File: config.mk
export PLATFORM = sky130hd
export DESIGN_NAME = dmem_wbuf
export DESIGN_NICKNAME = d
export VERILOG_FILES = /design/src/rtl/mem_pkg.sv /design/src/rtl/wr_buffer.sv /design/src/rtl/dmem_wbuf.sv
export SDC_FILE = /design/constraint.sdc
export NUM_CORES = 2
export LEC_CHECK = 0
export CORE_AREA = 2 2 479 481
export CTS_CLUSTER_SIZE = 20
export DETAILED_ROUTE_END_ITERATION = 7
export DIE_AREA = 0 0 481 483
export PLACE_DENSITY = 0.57
export SKIP_LAST_GASP = 1
export SLEW_MARGIN = 20
export SYNTH_ARGS = -nofsm -noshare
export SYNTH_HDL_FRONTEND = slang
export SYNTH_SLANG_ARGS = --single-unit
File: constraint.sdc
create_clock -name clk -period 7.5 [get_ports clk]
set_input_delay 1.5 -clock clk [delete_from_list [all_inputs] [get_ports clk]]
set_output_delay 1.5 -clock clk [all_outputs]
set_load 0.01 [all_outputs]
File: src/rtl/mem_pkg.sv
// Shared types for the data-memory write buffer: word width, index width, entry layout.
// Latency: none (types and constants only).
// Backpressure: none (types and constants only).
package mem_pkg;

  localparam int WORD_W         = 32;
  // Backing array size the entry index is sized for; dmem_wbuf's MEM_WORDS must match.
  localparam int MEM_WORDS_DFLT = 64;
  localparam int IDX_W          = $clog2(MEM_WORDS_DFLT);

  // One posted store: word index into the backing array plus the data to write.
  typedef struct packed {
    logic              valid;
    logic [IDX_W-1:0]  idx;
    logic [WORD_W-1:0] data;
  } wbuf_entry_t;

endpackage

File: src/rtl/wr_buffer.sv
// Circular store FIFO; exposes all entries plus head/tail so the parent can search and drain it.
// Latency: a pushed entry is visible in the entry array the cycle after the push edge.
// Backpressure: none internally; the parent must gate push on !full unless popping the same cycle.
module wr_buffer
  import mem_pkg::*;
#(
  parameter int DEPTH = 4
) (
  input  logic                          clk,
  input  logic                          reset,
  input  logic                          push,
  input  logic [IDX_W-1:0]              push_idx,
  input  logic [WORD_W-1:0]             push_data,
  input  logic                          pop,
  output wbuf_entry_t [DEPTH-1:0]       entries,
  output logic [$clog2(DEPTH)-1:0]      head,
  output logic [$clog2(DEPTH)-1:0]      tail,
  output logic                          full,
  output logic                          empty
);

  localparam int PTR_W = $clog2(DEPTH);

  logic [PTR_W:0] count;

  assign full  = (count == (PTR_W+1)'(DEPTH));
  assign empty = (count == '0);

  // Pointer, occupancy and entry updates; a push into the slot being popped (full case) wins.
  always_ff @(posedge clk or negedge reset) begin
    if (!reset) begin
      head    <= '0;
      tail    <= '0;
      count   <= '0;
      entries <= '0;
    end else begin
      if (pop) begin
        entries[head].valid <= 1'b0;
        head                <= head + PTR_W'(1);
      end
      if (push) begin
        entries[tail] <= {1'b1, push_idx, push_data};
        tail          <= tail + PTR_W'(1);
      end
      case ({push, pop})
        2'b10:   count <= count + (PTR_W+1)'(1);
        2'b01:   count <= count - (PTR_W+1)'(1);
        default: count <= count;
      endcase
    end
  end

endmodule

File: src/rtl/dmem_wbuf.sv
// Data-memory responder: posted stores drain into a word array, loads forward from the buffer.
// Latency: loads combinational; each buffered store commits WR_LAT cycles after it reaches head.
// Backpressure: stall when a store arrives with the buffer full and no pop this cycle.
module dmem_wbuf
  import mem_pkg::*;
#(
  parameter int DEPTH     = 4,
  parameter int MEM_WORDS = MEM_WORDS_DFLT,
  parameter int WR_LAT    = 3
) (
  input  logic              clk,
  input  logic              reset,
  input  logic              we,
  input  logic [31:0]       a,
  input  logic [WORD_W-1:0] wd,
  output logic [WORD_W-1:0] rd,
  output logic              stall,
  output logic              empty
);

  localparam int PTR_W = $clog2(DEPTH);
  localparam int CNT_W = (WR_LAT > 1) ? $clog2(WR_LAT) : 1;
  localparam logic [CNT_W-1:0] CNT_LAST = CNT_W'(WR_LAT - 1);

  wbuf_entry_t [DEPTH-1:0] entries;
  logic [PTR_W-1:0]        head;
  logic [PTR_W-1:0]        tail;
  logic                    full;
  logic                    buf_empty;
  logic                    pop;
  logic                    accept;
  logic [CNT_W-1:0]        cnt;
  logic [IDX_W-1:0]        ridx;
  logic                    fwd_hit;
  logic [WORD_W-1:0]       fwd_data;
  logic [PTR_W-1:0]        slot;
  logic [WORD_W-1:0]       mem [MEM_WORDS];

  // Byte-offset and above-array address bits are don't-care: words alias modulo MEM_WORDS.
  logic unused_abits;
  assign unused_abits = ^{a[31:IDX_W+2], a[1:0]};

  assign ridx   = a[IDX_W+1:2];
  assign pop    = !buf_empty && (cnt == CNT_LAST);
  // A pop frees a slot on the same edge, so a full buffer can still take a store that cycle.
  assign accept = we && (!full || pop);
  assign stall  = we && full && !pop;
  assign empty  = buf_empty;

  wr_buffer #(
    .DEPTH (DEPTH)
  ) u_buf (
    .clk       (clk),
    .reset     (reset),
    .push      (accept),
    .push_idx  (ridx),
    .push_data (wd),
    .pop       (pop),
    .entries   (entries),
    .head      (head),
    .tail      (tail),
    .full      (full),
    .empty     (buf_empty)
  );

  // Drain timer: counts cycles spent on the head entry, parked at 0 while idle.
  always_ff @(posedge clk or negedge reset) begin
    if (!reset) begin
      cnt <= '0;
    end else if (buf_empty || pop) begin
      cnt <= '0;
    end else begin
      cnt <= cnt + CNT_W'(1);
    end
  end

  // Backing array commit of the head entry; contents intentionally survive reset.
  always_ff @(posedge clk) begin
    if (pop) begin
      mem[entries[head].idx] <= entries[head].data;
    end
  end

  // Youngest-match search: walk from oldest (tail) to youngest (tail-1), last hit wins.
  always_comb begin
    fwd_hit  = 1'b0;
    fwd_data = '0;
    slot     = '0;
    for (int k = 0; k < DEPTH; k++) begin
      slot = tail + PTR_W'(k);
      if (entries[slot].valid && (entries[slot].idx == ridx)) begin
        fwd_hit  = 1'b1;
        fwd_data = entries[slot].data;
      end
    end
  end

  assign rd = fwd_hit ? fwd_data : mem[ridx];

endmodule

==> impl_metrics.py <==
metrics = {
    "setup_path": {
        "worstPathCellList": "inv_2, ha_4, mux2i_1, nor3b_1, a311oi_1, nor4_4, buf_4, o21bai_2, buf_4, o221a_1, o21ai_1, clkdlybuf4s50_1",
        "slack_of_the_worst_reg_to_reg_path_ps": 2950,
        "critical_path.reg2reg.startpoint": "u_buf.head[1]",
        "critical_path.slowest_cell": "ha_4",
        "worst_path_largest_cell_delay_ps": 780,
        "critical_path.most_common_cell": "buf_4",
        "cell_depth_of_the_worst_flop_to_flop_path": 6,
        "critPathMaxFanout": 41,
        "timing.critical_path.to": "rd[5]",
        "cp-start-kind": "flop",
        "capturing_point_of_the_worst_reg2reg_path": "mem[56][23]",
        "crit_type": "flop to output pin",
        "crit_path_end_kind": "output pin",
        "cp_data_required_time_ps": 6000,
        "startpoint": "u_buf.tail[0]",
        "timing.critical_path.arrival_ps": 5650,
    },
    "clocking": {
        "cts.clk_slew.worst_paths_ps": 60,
        "post_cts.resized_instances": 0,
        "hold_buf_cts": 0,
        "cts_tree": "built",
        "htree_num_levels": 4,
        "clkLatencyLatePin_ps": 850,
        "clock_buffers_created_by_tritoncts": 219,
        "cts-root-to-sink-buffers": 3,
        "cts_setup_buffers": 0,
        "numClockSinks": 2213,
        "root_buffer_selected_by_cts": "clkbuf_16",
    },
    "power": {
        "finalPower_mw": 39.8,
        "p_clk_share_pct": 27.2,
        "leakage_nw": 32.2,
        "power.share.switching_pct": 30.5,
        "p_int_mw": 27.6,
        "peakVddDrop_mv": 0.453,
        "power_frac_comb_pct": 25.7,
        "pwr_density_cell_mw_per_mm2": 386,
        "pwr-share-seq_pct": 47.1,
        "switching_power_mw": 12.1,
    },
    "cells_and_area": {
        "final-seq-area_sq_mm": 0.0656,
        "multi_input_area_sq_mm": 0.0240,
        "most-common-layout-cells": "edfxtp_1 (2048), mux4_2 (741), clkbuf_16 (220)",
        "flow.area_growth_from_synthesis_pct": 14.3,
        "fin_util_pct": 45.5,
        "finalNetCount": 4369,
        "filler_cells": 19000,
        "mostFrequentLayoutCell": "edfxtp_1",
        "drive_gt1_share_pct": 33.8,
        "design_area_sq_mm": 0.103,
    },
    "global_routing": {
        "grt_pass1_vias": 44800,
        "grt_usage_pct": 19.6,
        "grt_pass1_wl_mm": 330,
        "grt_antenna_before_repair": 8,
        "grt_overflow": 0,
        "grt_start_max_net_pins": 131,
    },
    "drt": {
        "drt_first_iter_violations": 4774,
        "routed-via-count": 44100,
        "vias_per_cell": 5.89,
        "route.detailed.drc": 0,
        "detailedRoute.firstPassIterationCount": 5,
        "wirelength_mm": 228,
        "routedWlPerCell_um": 30.5,
        "route.antenna.remaining_nets": 0,
    },
    "timing": {
        "timing.max_slew.rel_slack_pct": 25.3,
        "hold_slack_ps": 434,
        "timing_worst_slew_pin_value_ps": 1110,
        "fin_crit_ps": 7150,
        "hold_viol_final": 0,
        "fin_setup_tns_ps": 0,
        "rsz0062_at_grt": "no",
        "clock-skew-final_ps": 40.4,
        "period_share_pct": 95.4,
        "slew_viol_final": 0,
        "finalSetupViolCount": 0,
        "fmax_mhz": 140,
    },
    "run_status": {
        "run_status": "completed",
    },
    "job": {
        "timing.max_cap.violations": 0,
    },
    "placement": {
        "finalWeightedCongestion": 0.739,
        "dpl_cell_area_sq_mm": 0.0960,
        "place.port_buffers": 74,
        "detailedPlacementHpwl_mm": 127,
    },
    "logic_synthesis": {
        "ys_top_cells_by_area": "edfxtp_1 (68%), mux4_2 (19%), dfrtp_1 (4.6%)",
        "postSynthNetCount": 4139,
        "synthesis.area_per_instance_sq_um": 22.2,
        "synth_seq_area_share_pct": 72.7,
        "synth_cell_type_count": 63,
        "synthDominantAreaCellType": "edfxtp_1",
        "yosys_warnings": 0,
        "ys_ff_latch": 2213,
        "synth_largest_type_area_fraction_pct": 68.1,
        "netlist_area_sq_mm": 0.0903,
        "postSynthCellCount": 4061,
        "synth_async_sr_flop_share_pct": 7.46,
        "main_synth_ff_type": "edfxtp_1",
        "synth_enable_flop_cells": 2048,
    },
    "die": {
        "chipWidth_um": 481,
        "die_area_sq_mm": 0.232,
        "initial_utilization_pct": 39.8,
        "design.portCount": 101,
        "fp-row-count": 175,
        "chipHeight_um": 483,
        "core_region_area_sq_mm": 0.227,
    },
    "min_path": {
        "worst_hold_path_type": "flop to flop",
    },
}
[layer usage]
layer / wire [um] / GRT usage, % / up-vias
li1: - / - / 18000
met1: 101000 / 29.6 / 24400
met2: 109000 / 30.7 / 1501
met3: 14800 / 2.83 / 257
met4: 3320 / 3.67 / 2
met5: 13 / 0 / -
[state kept, by name, summed over array words and instances, names as in the netlist]
signal	flops
u_buf.tail	2
mem	2048
u_buf.count	3
u_buf.entries	156
u_buf.head	2
cnt	2
[how the worst min path moves through the flow]
stage | cells after the start | start | end
floorplan | 1 | cnt[0] | cnt[0]
global placement | 1 | cnt[0] | cnt[0]
detailed placement | 1 | cnt[0] | cnt[0]
CTS | 1 | cnt[0] | cnt[0]
global route | 1 | cnt[0] | cnt[0]
finish | 1 | cnt[0] | cnt[0]
[area by class of cell]
type,count,area share (%)
inverters,12,0.0437
clock buffers,266,5.50
multi-input cells,1569,23.2
repair buffers,276,2.57
diodes,3,0.00728
clock inverters,146,1.35
well taps,3009,3.65
flip-flops and latches,2213,63.6
[metrics by stage]
| stage | worst slack (ps) | cells |
|---|---|---|
| after floorplan | 2230 | 4061 |
| after global placement | 370 | 7078 |
| after detailed placement | 430 | 7078 |
| after CTS | 202 | 7490 |
| after global routing | 48.1 | 7492 |
| final | 348 | 7494 |
[critical path, delay by kind of cell, from the launching register on]
family,cells,cell delay (ps)
adders and majority gates,1,780
and+or+nand+nor,2,300
buffers and inverters,4,1380
DFF,1,730
muxes,1,230
AOI/OAI and AO/OA,4,1330
[synthesized netlist by cell type (19+ instances only)]
cell type,n
mux2_2,156
o22ai_1,20
edfxtp_1,2048
nor2_1,71
a221oi_1,38
nand2b_1,36
a22o_1,38
dfrtp_1,165
o21ai_1,20
buf_2,94
nand2_1,56
nor3_1,23
o221a_1,19
a22oi_1,76
a21oi_1,38
buf_1,47
nor3b_1,35
xnor2_1,24
clkbuf_1,111
mux2i_1,39
mux4_2,756
[power groups by stage]
stage,combinational (mW),sequential (mW),clock (mW)
final,10.2,18.7,10.8
after global routing,11.1,18.8,11.5
after CTS,10.3,18.7,11.0
after detailed placement,10.3,19.0,0
after global placement,9.94,18.9,0
after floorplan,6.51,18.6,0
[logic make-up after synthesis]
kind of cell             count (synthesis)  share of synthesized area (%)
XOR/XNOR                                29                          0.290
multiplexers                           954                           21.3
AND/OR/NAND/NOR                        270                           1.58
buffers and inverters                  279                           1.41
AO/OA/AOI/OAI                          305                           2.57
flip-flops                            2213                           72.7
adder cells (fa/ha/maj)                 11                          0.161
(Power assumes the default switching activity.)
